File: config.mk
export PLATFORM = sky130hd
export DESIGN_NAME = shift_seq
export DESIGN_NICKNAME = d
export VERILOG_FILES = /design/src/rtl/shift_seq.sv
export SDC_FILE = /design/constraint.sdc
export NUM_CORES = 1
export LEC_CHECK = 0
export CAP_MARGIN = 10
export CORE_UTILIZATION = 55
export CTS_BUF_LIST = sky130_fd_sc_hd__clkbuf_4 sky130_fd_sc_hd__clkbuf_8 sky130_fd_sc_hd__clkbuf_16
export DETAILED_ROUTE_END_ITERATION = 6
export PLACE_DENSITY = 0.82
export REMOVE_ABC_BUFFERS = 1
export SETUP_SLACK_MARGIN = 0.3
export SYNTH_ARGS = -nofsm -noshare
export SYNTH_HDL_FRONTEND = slang
export SYNTH_SLANG_ARGS = --single-unit
File: constraint.sdc
create_clock -name i_clk -period 3.3 [get_ports i_clk]
set_input_delay 0.33 -clock i_clk [delete_from_list [all_inputs] [get_ports i_clk]]
set_output_delay 0.33 -clock i_clk [all_outputs]
set_load 0.02 [all_outputs]
File: src/rtl/shift_seq.sv
// -----------------------------------------------------------------------------
// shift_seq_pkg / shift_seq
//
// Purpose:
//   Multi-cycle shift sequencer for low-area MIPS configurations. A full-range
//   SLL/SRL/SRA/ROR is carried out by applying a narrow shift step of at most
//   MAX_STEP = 2^STEP_WIDTH-1 bit positions per clock to an internal
//   accumulator. The request side (execute) and the result side (writeback)
//   each use a valid/ready handshake. Operation and amount are latched when
//   the request is accepted, so the issuing stage is free to change its
//   operands right after the accept edge.
//
// Ports:
//   i_clk        clock, rising edge
//   i_rst        asynchronous active-high reset
//   i_valid      request valid
//   o_ready      request accepted when i_valid & o_ready (high only in IDLE)
//   i_operation  OP_SLL / OP_SRL / OP_SRA / OP_ROR
//   i_amount     shift distance, 0..DATA_WIDTH-1
//   i_din        operand
//   o_valid      result valid (registered, high in DONE)
//   i_ready      result consumer ready
//   o_dout       result (registered, held while o_valid & !i_ready)
//   o_busy       high while in SHIFT or DONE
// -----------------------------------------------------------------------------

package shift_seq_pkg;

    // Shift operation encodings shared with the execute stage.
    localparam logic [1:0] OP_SLL = 2'd0;
    localparam logic [1:0] OP_SRL = 2'd1;
    localparam logic [1:0] OP_SRA = 2'd2;
    localparam logic [1:0] OP_ROR = 2'd3;

    // Ceiling log2, usable in constant expressions.
    function automatic int log(input int value);
        int result;
        result = 0;
        for (int i = 0; i < 31; i++) begin
            if ((1 << i) < value) begin
                result = i + 1;
            end
        end
        return result;
    endfunction

endpackage

module shift_seq
    import shift_seq_pkg::*;
#(
    parameter  int DATA_WIDTH = 32,
    parameter  int STEP_WIDTH = 2,
    localparam int ADDR_WIDTH = log(DATA_WIDTH)
) (
    input  logic                  i_clk,
    input  logic                  i_rst,
    input  logic                  i_valid,
    output logic                  o_ready,
    input  logic [1:0]            i_operation,
    input  logic [ADDR_WIDTH-1:0] i_amount,
    input  logic [DATA_WIDTH-1:0] i_din,
    output logic                  o_valid,
    input  logic                  i_ready,
    output logic [DATA_WIDTH-1:0] o_dout,
    output logic                  o_busy
);

    localparam int MAX_STEP = (1 << STEP_WIDTH) - 1;

    typedef enum logic [1:0] {
        IDLE  = 2'd0,
        SHIFT = 2'd1,
        DONE  = 2'd2
    } state_t;

    state_t                r_state;
    logic [DATA_WIDTH-1:0] r_acc;
    logic [ADDR_WIDTH-1:0] r_rem;
    logic [1:0]            r_op;
    logic                  r_ready;
    logic                  r_valid;
    logic                  r_busy;
    logic [DATA_WIDTH-1:0] r_dout;

    logic [STEP_WIDTH-1:0] w_step;
    logic [DATA_WIDTH-1:0] w_shifted;

    // One narrow shift step of the accumulator. Because SRA refills from the
    // current MSB and ROR wraps bit 0 into the MSB, chaining steps gives the
    // same result as one shift by the summed distance.
    function automatic logic [DATA_WIDTH-1:0] step_shift(
        input logic [DATA_WIDTH-1:0] a,
        input logic [1:0]            op,
        input logic [STEP_WIDTH-1:0] s
    );
        logic [DATA_WIDTH-1:0] r;
        r = a;
        case (op)
            OP_SLL:  r = a << s;
            OP_SRL:  r = a >> s;
            OP_SRA:  r = $unsigned($signed(a) >>> s);
            // A left shift by DATA_WIDTH (s == 0) yields zero, leaving a intact.
            OP_ROR:  r = (a >> s) | (a << (DATA_WIDTH - int'(s)));
            default: r = a;
        endcase
        return r;
    endfunction

    // step = min(rem, MAX_STEP); never zero while in SHIFT because SHIFT is
    // only entered or kept with rem != 0.
    always_comb begin
        w_step = r_rem[STEP_WIDTH-1:0];
        if (r_rem > ADDR_WIDTH'(MAX_STEP)) begin
            w_step = STEP_WIDTH'(MAX_STEP);
        end
        w_shifted = step_shift(r_acc, r_op, w_step);
    end

    always_ff @(posedge i_clk or posedge i_rst) begin
        if (i_rst) begin
            r_state <= IDLE;
            r_acc   <= '0;
            r_rem   <= '0;
            r_op    <= OP_SLL;
            r_ready <= 1'b1;
            r_valid <= 1'b0;
            r_busy  <= 1'b0;
            r_dout  <= '0;
        end else begin
            case (r_state)
                IDLE: begin
                    if (i_valid) begin
                        r_acc   <= i_din;
                        r_op    <= i_operation;
                        r_rem   <= i_amount;
                        r_ready <= 1'b0;
                        r_busy  <= 1'b1;
                        r_state <= (i_amount == '0) ? DONE : SHIFT;
                    end
                end

                SHIFT: begin
                    r_acc <= w_shifted;
                    r_rem <= r_rem - ADDR_WIDTH'(w_step);
                    if (r_rem == ADDR_WIDTH'(w_step)) begin
                        r_state <= DONE;
                    end
                end

                DONE: begin
                    // First DONE cycle publishes the accumulator; afterwards
                    // the result is held until the consumer takes it.
                    if (!r_valid) begin
                        r_valid <= 1'b1;
                        r_dout  <= r_acc;
                    end else if (i_ready) begin
                        r_valid <= 1'b0;
                        r_ready <= 1'b1;
                        r_busy  <= 1'b0;
                        r_state <= IDLE;
                    end
                end

                default: begin
                    r_state <= IDLE;
                    r_valid <= 1'b0;
                    r_ready <= 1'b1;
                    r_busy  <= 1'b0;
                end
            endcase
        end
    end

    assign o_ready = r_ready;
    assign o_valid = r_valid;
    assign o_busy  = r_busy;
    assign o_dout  = r_dout;

endmodule

## Word level (Yosys, flattened, before mapping)

Index checks and enable logic that the tools add are counted.

| storage, ports and cells | value |
|---|---|
| register bits after elaboration | 76 |
| input port bits | 43 |
| output and inout bits | 35 |

| cells by class | value |
|---|---|
| add/subtract/negate cells | 2 |
| magnitude comparators | 1 |
| eq/ne operators | 10 |
| shift operators | 4 |
| mux-type cells | 23 |
| bitwise logic cells | 3 |
| reductions and logical operators | 10 |

Operators by type and width:

| operator | count |
|---|---|
| $pmux W32 S4 | 1 |
| $pmux W32 S2 | 1 |
| $mux W32 | 1 |
| $or A32 B32 Y32 | 1 |
| $shl A32 B2 Y32 | 1 |
| $shl A32 B32 Y32 | 1 |
| $shr A32 B2 Y32 | 1 |
| $sshr A32 B2 Y32 | 1 |
| $mux W2 | 6 |
| $pmux W5 S2 | 1 |
| $mux W1 | 8 |
| $ne A2 B2 Y1 const B | 4 |
| $reduce_and A4 Y1 | 2 |
| $sub A6 B2 Y7 const A | 1 |
| $eq A2 B2 Y1 const B | 3 |
| $pmux W1 S3 | 2 |
| $pmux W2 S3 | 1 |
| $reduce_and A2 Y1 | 3 |
| $eq A5 B2 Y1 | 1 |
| $gt A5 B2 Y1 const B | 1 |
| $logic_not A5 Y1 | 1 |
| $mux W5 | 1 |
| $sub A5 B2 Y5 | 1 |
| $eq A2 B1 Y1 const B | 2 |
| 5 further kinds | 7 |

## Depth between registers and ports, before layout

Gate-level depths: netlist of run 1.

| logic depth | value |
|---|---|
| word-level depth | 7 |
| mapped depth | 11 |
| gate-level depth less buffers | 7 |

## Worst setup path before layout of run 1

Ideal clock, no wire load.

| timing path | value |
|---|---|
| kind | reg2reg |
| from | register r_rem[2] |
| to | register r_acc[29] |
| library setup time | 0.081 ns |
| arrival | 2.546 ns |
| data required time | 3.219 ns |
| slack | 0.672 ns |
| cell stages (with the launch flop) | 11 |
| buffers on the path | 4 |
| clock period less this slack | 2.628 ns |
| cell sequence | dfrtp_1 > buf_6 > or4_4 > buf_6 > clkinv_4 > buf_6 > buf_2 > ha_1 > or3_1 > o221a_1 > a31oi_2 |

| between the ends | value |
|---|---|
| cells in the longest elaborated chain, start to end | 7 |
| elaborated cells on any way between the ends | 10 |

Ends and longest elaborated chain:

| element | line | text |
|---|---|---|
| start: declaration | 79 | `logic [ADDR_WIDTH-1:0] r_rem;` |
| start signal: assignment | 136 | `r_rem <= i_amount;` |
| start signal: assignment | 145 | `r_rem <= r_rem - ADDR_WIDTH'(w_step);` |
| $gt A5 B2 Y1 * | 114 | `if (r_rem > ADDR_WIDTH'(MAX_STEP)) begin` |
| $mux W2 * | 114 |  |
| $sub A6 B2 Y7 | 104 | `OP_ROR: r = (a >> s) \| (a << (DATA_WIDTH - int'(s)));` |
| $shl A32 B32 Y32 | 104 |  |
| $or A32 B32 Y32 | 104 |  |
| $pmux W32 S4 * | 99 | `case (op)` |
| $pmux W32 S2 * | 131 | `case (r_state)` |
| end signal: assignment | 134 | `r_acc <= i_din;` |
| end signal: assignment | 144 | `r_acc <= w_shifted;` |
| end: declaration | 78 | `logic [DATA_WIDTH-1:0] r_acc;` |

Every way passes the cells marked *; elsewhere a longest branch is shown, timed or not.
A chain may end at the register's enable or synchronous reset.

## Final worst setup path of run 1

| timing path | value |
|---|---|
| from | register r_rem[2] |
| to | register r_acc[11] |

The elaborated chain is that of the path after synthesis.

==> flow_metrics.py, run 1 <==
metrics = {
    "timing": {
        "final.min_clock_period_ns": 2.59,
        "tightest_slew_ns": 1.04,
        "fin_crit_sh_pct": 78.5,
        "setup_slack_ns": 0.709,
        "hold_viol": 0,
        "fmax_ghz": 0.386,
        "grt_setup_unrepaired": "false",
        "slew_headroom_pct": 30.8,
        "setup_viol": 0,
        "finalSetupTns_ns": 0,
        "clock-skew-final_ns": 0.00760,
        "finalMaxSlewViolations": 0,
    },
    "die": {
        "core_um2": 8810,
        "die_h_um": 97.7,
        "fp-row-count": 34,
        "start_util_pct": 57.2,
        "die_w_um": 97.7,
        "io_pins": 78,
        "die_area_um2": 9540,
    },
    "setup_path": {
        "crit_type": "flop to flop",
        "rr_worst_depth": 6,
        "rrSetupSlack_ns": 0.71,
        "path_cells": "or4_4 -> clkinv_4 -> buf_4 -> mux4_1 -> o211ai_1 -> o21ai_0",
        "worst-path-buf-inv": 2,
        "cp_data_arrival_time_ns": 2.82,
        "cp_max_fo": 28,
        "cp_slowest_cell": "or4_4",
        "cp.required_ns": 3.53,
        "r2r_start": "r_rem[2]$_DFFE_PP0P_",
        "cpPeakStageDelay_ns": 0.58,
        "crit_family": "simple AND/OR/NAND/NOR gates",
        "cp-end-kind": "flop",
        "cp_num_cells": 6,
        "cp-start-kind": "flop",
        "reg2reg_to": "r_acc[11]$_DFFE_PP0P_",
    },
    "status": {
        "outcome": "finished, violations left",
        "failed_checks": "DRC",
    },
    "placement": {
        "place_hpwl_um": 9500,
        "numPortBuffers": 77,
        "place_ws_ns": 0.726,
        "dpl_cell_area_um2": 5780,
        "place.gp.congestion": 0.877,
    },
    "clock_tree": {
        "clk_latency_ns": 0.36,
        "clock-sinks": 76,
        "clk_pin_slew_ns": 0.08,
        "hold_buffers": 0,
        "root_buffer": "clkbuf_8",
        "htreeDepth": 3,
        "cts.path.max_buffers": 2,
        "cts_setup_buffers": 0,
        "cts_tree": "built",
        "ctsResizeCount": 0,
        "cts_buffers": 9,
    },
    "pwr": {
        "p_total_uw": 6660,
        "powerDensity_nw_per_um2": 1110,
        "leakage_uw": 0.00244,
        "peakVddDrop_mv": 0.445,
    },
    "finish": {
        "diodes": 0,
        "final_cell_area_um2": 5990,
        "final_cell_mix": "nand2_1 (111), clkdlybuf4s50_1 (77), dfrtp_1 (75), a21oi_1 (35), mux2_2 (35)",
        "layout_commonest_cell": "nand2_1",
        "syn_to_final_growth_pct": 18.9,
        "drive_gt1_share_pct": 13.0,
        "final_net_count": 672,
    },
    "synthesis": {
        "synth_top_cell_by_area": "dfrtp_1",
        "synth_compound_area_share_pct": 22.7,
        "ys_warn_count": 0,
        "yosys.area_share.simple_pct": 17.6,
        "synth.yosys.seq_area_share_pct": 37.8,
        "synthXorXnorAreaFrac_pct": 0,
        "synth_edf_count": 0,
        "syn_area_um2": 5040,
        "yosys.area_share.adder_pct": 0.497,
        "yosysTopAreaCellShare_pct": 37.3,
        "ys_async_sr_fraction_pct": 100,
        "synth_ff_type": "dfrtp_1",
        "synth_top_family_by_area": "compound AO/OA/AOI/OAI gates",
        "netlist_instances": 582,
        "syn-mean-instance-area_um2": 8.65,
        "synthTopCellsByArea": "dfrtp_1 (37%), nand2_1 (8.3%), mux2_2 (7.8%)",
        "synthDistinctLibCells": 60,
        "ys_ff_latch": 76,
        "synth.area.mux_share_pct": 14.3,
    },
    "worst_hold_path": {
        "hold_path_class": "input port to async pin",
    },
    "drt": {
        "dr.pass1.iters": 7,
        "ant_nets": 0,
        "via_count": 4914,
        "avgRoutedWirePerCell_um": 19.3,
        "drc": 10,
        "vias_per_cell": 6.66,
        "drt_wl_total_um": 14200,
        "first_iter_violations": 400,
    },
    "grt": {
        "antenna_found_initial": 0,
        "grt_max_degree": 60,
        "grt_pass1_vias": 4784,
        "overflow": 0,
        "grt_use_total_pct": 31.4,
        "grt_pass1_wl_um": 23900,
    },
    "flow_run": {
        "max_cap_viol_count": 0,
    },
}
report_power, final:
group          internal (uW)  total [uW]  switching, uW
clock network            438         807            369
registers               1380        2020            642
logic                   1680        3830           2150
total                   3500        6660           3160
synthesized netlist by cell type (9+ instances only):
master,number
dfrtp_1,75
clkbuf_1,33
a32oi_1,9
mux2_2,35
o21ai_0,30
a211oi_1,14
a21oi_1,35
nor2_1,25
nand3_1,15
mux2i_1,23
buf_2,10
a31oi_1,29
nand2_1,111
nor3_1,16
how the worst max path moves through the flow:
stage | start | to | slack (ns)
global placement | r_rem[2]$_DFFE_PP0P_ | r_acc[11]$_DFFE_PP0P_ | 0.81
CTS | r_rem[2]$_DFFE_PP0P_ | r_acc[11]$_DFFE_PP0P_ | 0.70
floorplan | r_rem[2]$_DFFE_PP0P_ | r_acc[29]$_DFFE_PP0P_ | 0.31
detailed placement | r_rem[2]$_DFFE_PP0P_ | r_acc[11]$_DFFE_PP0P_ | 0.73
global route | r_rem[2]$_DFFE_PP0P_ | r_acc[11]$_DFFE_PP0P_ | 0.54
finish | r_rem[2]$_DFFE_PP0P_ | r_acc[11]$_DFFE_PP0P_ | 0.71
layer usage:
metal | GRT usage, % | up-vias | wire [um]
met5 | 0 | - | 0
met1 | 42.9 | 2324 | 5840
met3 | 4.03 | 43 | 1150
met4 | 13.1 | 0 | 460
li1 | - | 2238 | -
met2 | 50.6 | 309 | 6780
metrics by stage:
stage          hold WS [ns]  cells  utilization [%]
6_report              0.276    738             68.0
5_1_grt               0.307    738             68.0
4_1_cts               0.273    738             68.0
3_5_place_dp          0.460    724             65.6
3_3_place_gp          0.451    724             65.6
2_1_floorplan         0.435    523                -
registers in the layout, indices dropped and copies added, names as in the netlist:
signal and count:
o_busy 1, o_dout 32, r_rem 5, r_acc 32, o_ready 1, r_op 2
r_state 2, o_valid 1
layout make-up:
| class | count | area, um^2 |
|---|---|---|
| clock buffers | 10 | 138 |
| clock inverters | 4 | 75.1 |
| fillers | 732 | 2820 |
| inverters | 10 | 42.5 |
| multi-input cells | 437 | 2780 |
| flip-flops and latches | 76 | 1900 |
| well taps | 108 | 135 |
| repair buffers | 93 | 916 |
cells by family after synthesis:
| kind of cell | after synthesis |
|---|---|
| buf+inv | 69 |
| mux | 62 |
| fa+ha+maj | 2 |
| flops | 76 |
| compound gates | 173 |
| simple gates | 200 |
worst reg2reg max path: stages, from the launching register on:
cell and delay, ns:
dfrtp_1 0.50, or4_4 0.58, clkinv_4 0.21, buf_4 0.31
mux4_1 0.58, o211ai_1 0.16, o21ai_0 0.11
No activity file was read; power rests on OpenSTA's default activity.
==> inputs of run 2 (changes only) <==
clock period = 2.7 ns   (was 3.3 ns; I/O delays follow)
==> flow_metrics.py, run 2 (synthesized netlist as in run 1, its figures left out) <==
metrics = {
    "grt": {
        "grt_pass1_vias": 4810,
        "overflow": 0,
        "grt_pass1_wl_um": 24100,
        "antenna_found_initial": 0,
        "grt_max_degree": 60,
        "grt_use_total_pct": 31.4,
    },
    "die": {
        "core_um2": 8810,
        "die_w_um": 97.7,
        "die_h_um": 97.7,
        "start_util_pct": 57.2,
        "io_pins": 78,
        "die_area_um2": 9540,
        "fp-row-count": 34,
    },
    "timing": {
        "fmax_ghz": 0.425,
        "clock-skew-final_ns": 0.0109,
        "setup_slack_ns": 0.345,
        "slew_headroom_pct": 47.8,
        "hold_viol": 0,
        "tightest_slew_ns": 0.783,
        "finalMaxSlewViolations": 0,
        "grt_setup_unrepaired": "true",
        "fin_crit_sh_pct": 87.2,
        "final.min_clock_period_ns": 2.36,
        "setup_viol": 0,
    },
    "finish": {
        "drive_gt1_share_pct": 15.2,
        "diodes": 0,
        "regArea_um2": 1910,
        "multi_input_area_um2": 2790,
        "syn_to_final_growth_pct": 20.9,
        "layout_commonest_cell": "nand2_1",
        "final_cell_mix": "nand2_1 (111), clkdlybuf4s50_1 (77), dfrtp_1 (73), a21oi_1 (35), mux2_2 (35)",
        "final_net_count": 684,
        "fillers": 730,
    },
    "clock_tree": {
        "cts_buffers": 9,
        "cts_tree": "built",
        "clk_pin_slew_ns": 0.09,
        "hold_buffers": 0,
        "cts.path.max_buffers": 2,
        "htreeDepth": 3,
        "root_buffer": "clkbuf_8",
        "clock-sinks": 76,
        "clk_latency_ns": 0.35,
    },
    "placement": {
        "place_hpwl_um": 9700,
        "numPortBuffers": 77,
        "place.gp.congestion": 0.860,
        "place_ws_ns": 0.257,
    },
    "pwr": {
        "peakVddDrop_mv": 0.646,
        "leakage_uw": 0.00250,
        "p_total_uw": 8260,
        "powerDensity_nw_per_um2": 1360,
    },
    "drt": {
        "ant_nets": 0,
        "via_count": 4876,
        "first_iter_violations": 405,
        "drt_wl_total_um": 14400,
        "drc": 14,
        "dr.pass1.iters": 7,
        "vias_per_cell": 6.49,
        "avgRoutedWirePerCell_um": 19.2,
    },
    "setup_path": {
        "cp_max_fo": 17,
        "cp_data_arrival_time_ns": 2.62,
        "cp-end-kind": "flop",
        "cp-start-kind": "flop",
        "crit_type": "flop to flop",
        "rr_worst_depth": 6,
        "cp.required_ns": 2.97,
    },
    "status": {
        "outcome": "finished, violations left",
        "failed_checks": "DRC",
    },
    "worst_hold_path": {
        "hold_path_class": "input port to async pin",
    },
    "flow_run": {
        "max_cap_viol_count": 0,
    },
}
-- run 2: through the flow --
stage	utilization [%]	hold slack (ns)	instance area, um^2	std cells	TNS (ns)
after floorplan	-	0.375	4720	523	-0.750
after global placement	66.1	0.451	5820	731	0
after detailed placement	66.1	0.456	5820	731	0
after CTS	68.7	0.275	6050	748	0
after global routing	69.2	0.306	6090	751	0
final	69.2	0.262	6090	751	0
-- run 2: final cells by class --
cell class                      instances  area share [%]
Tap cell                              108            2.22
Clock inverter                          5            1.27
Clock buffer                           10            2.16
Sequential cell                        76            31.3
Timing Repair Buffer                  105            16.5
Multi-Input combinational cell        437            45.7
Inverter                               10           0.822
-- run 2: what timing repair did --
action,in CTS,in global routing
pin swaps,0,0
endpoints found under the setup margin,3,4
hold endpoints to repair,0,0
resized for setup,2,5
setup buffers,2,3
gates cloned,0,0
-- run 2: worst paths after layout --
kind / to / slack (ns) / start
max: r_acc[29]$_DFFE_PP0P_ / 0.34 / r_rem[2]$_DFFE_PP0P_
min: r_rem[0]$_DFFE_PP0P_ / 0.26 / i_rst
max reg2reg: r_acc[29]$_DFFE_PP0P_ / 0.34 / r_rem[2]$_DFFE_PP0P_
min reg2reg: o_ready$_DFFE_PP1P_ / 0.46 / o_ready$_DFFE_PP1P_
max in group asynchronous: r_acc[25]$_DFFE_PP0P_ / 1.77 / i_rst
min in group i_clk: r_op[1]$_DFFE_PP0P_ / 0.45 / i_operation[1]
-- run 2: power by group --
part | internal, uW | switching, uW | total (uW) | leakage, uW
Clock | 524 | 458 | 982 | 0.000106
Combinational | 2150 | 2710 | 4860 | 0.00147
Sequential | 1690 | 722 | 2420 | 0.000933
Total | 4370 | 3890 | 8260 | 0.00250
-- run 2: worst max-delay path: stages (launching register included) --
cell and delay (ns):
dfrtp_2 0.43, or4_4 0.58, clkinv_8 0.12, ha_1 0.28, or3_4 0.41, o221a_1 0.27, a31oi_2 0.17
-- run 2: routing by layer --
layer | up-vias | GRT usage (%) | part of all wire (%)
li1 | 2257 | - | -
met1 | 2342 | 43.5 | 43
met2 | 251 | 50.8 | 48
met3 | 26 | 3.67 | 6.7
met4 | 0 | 11.2 | 1.7
met5 | - | 0 | 0
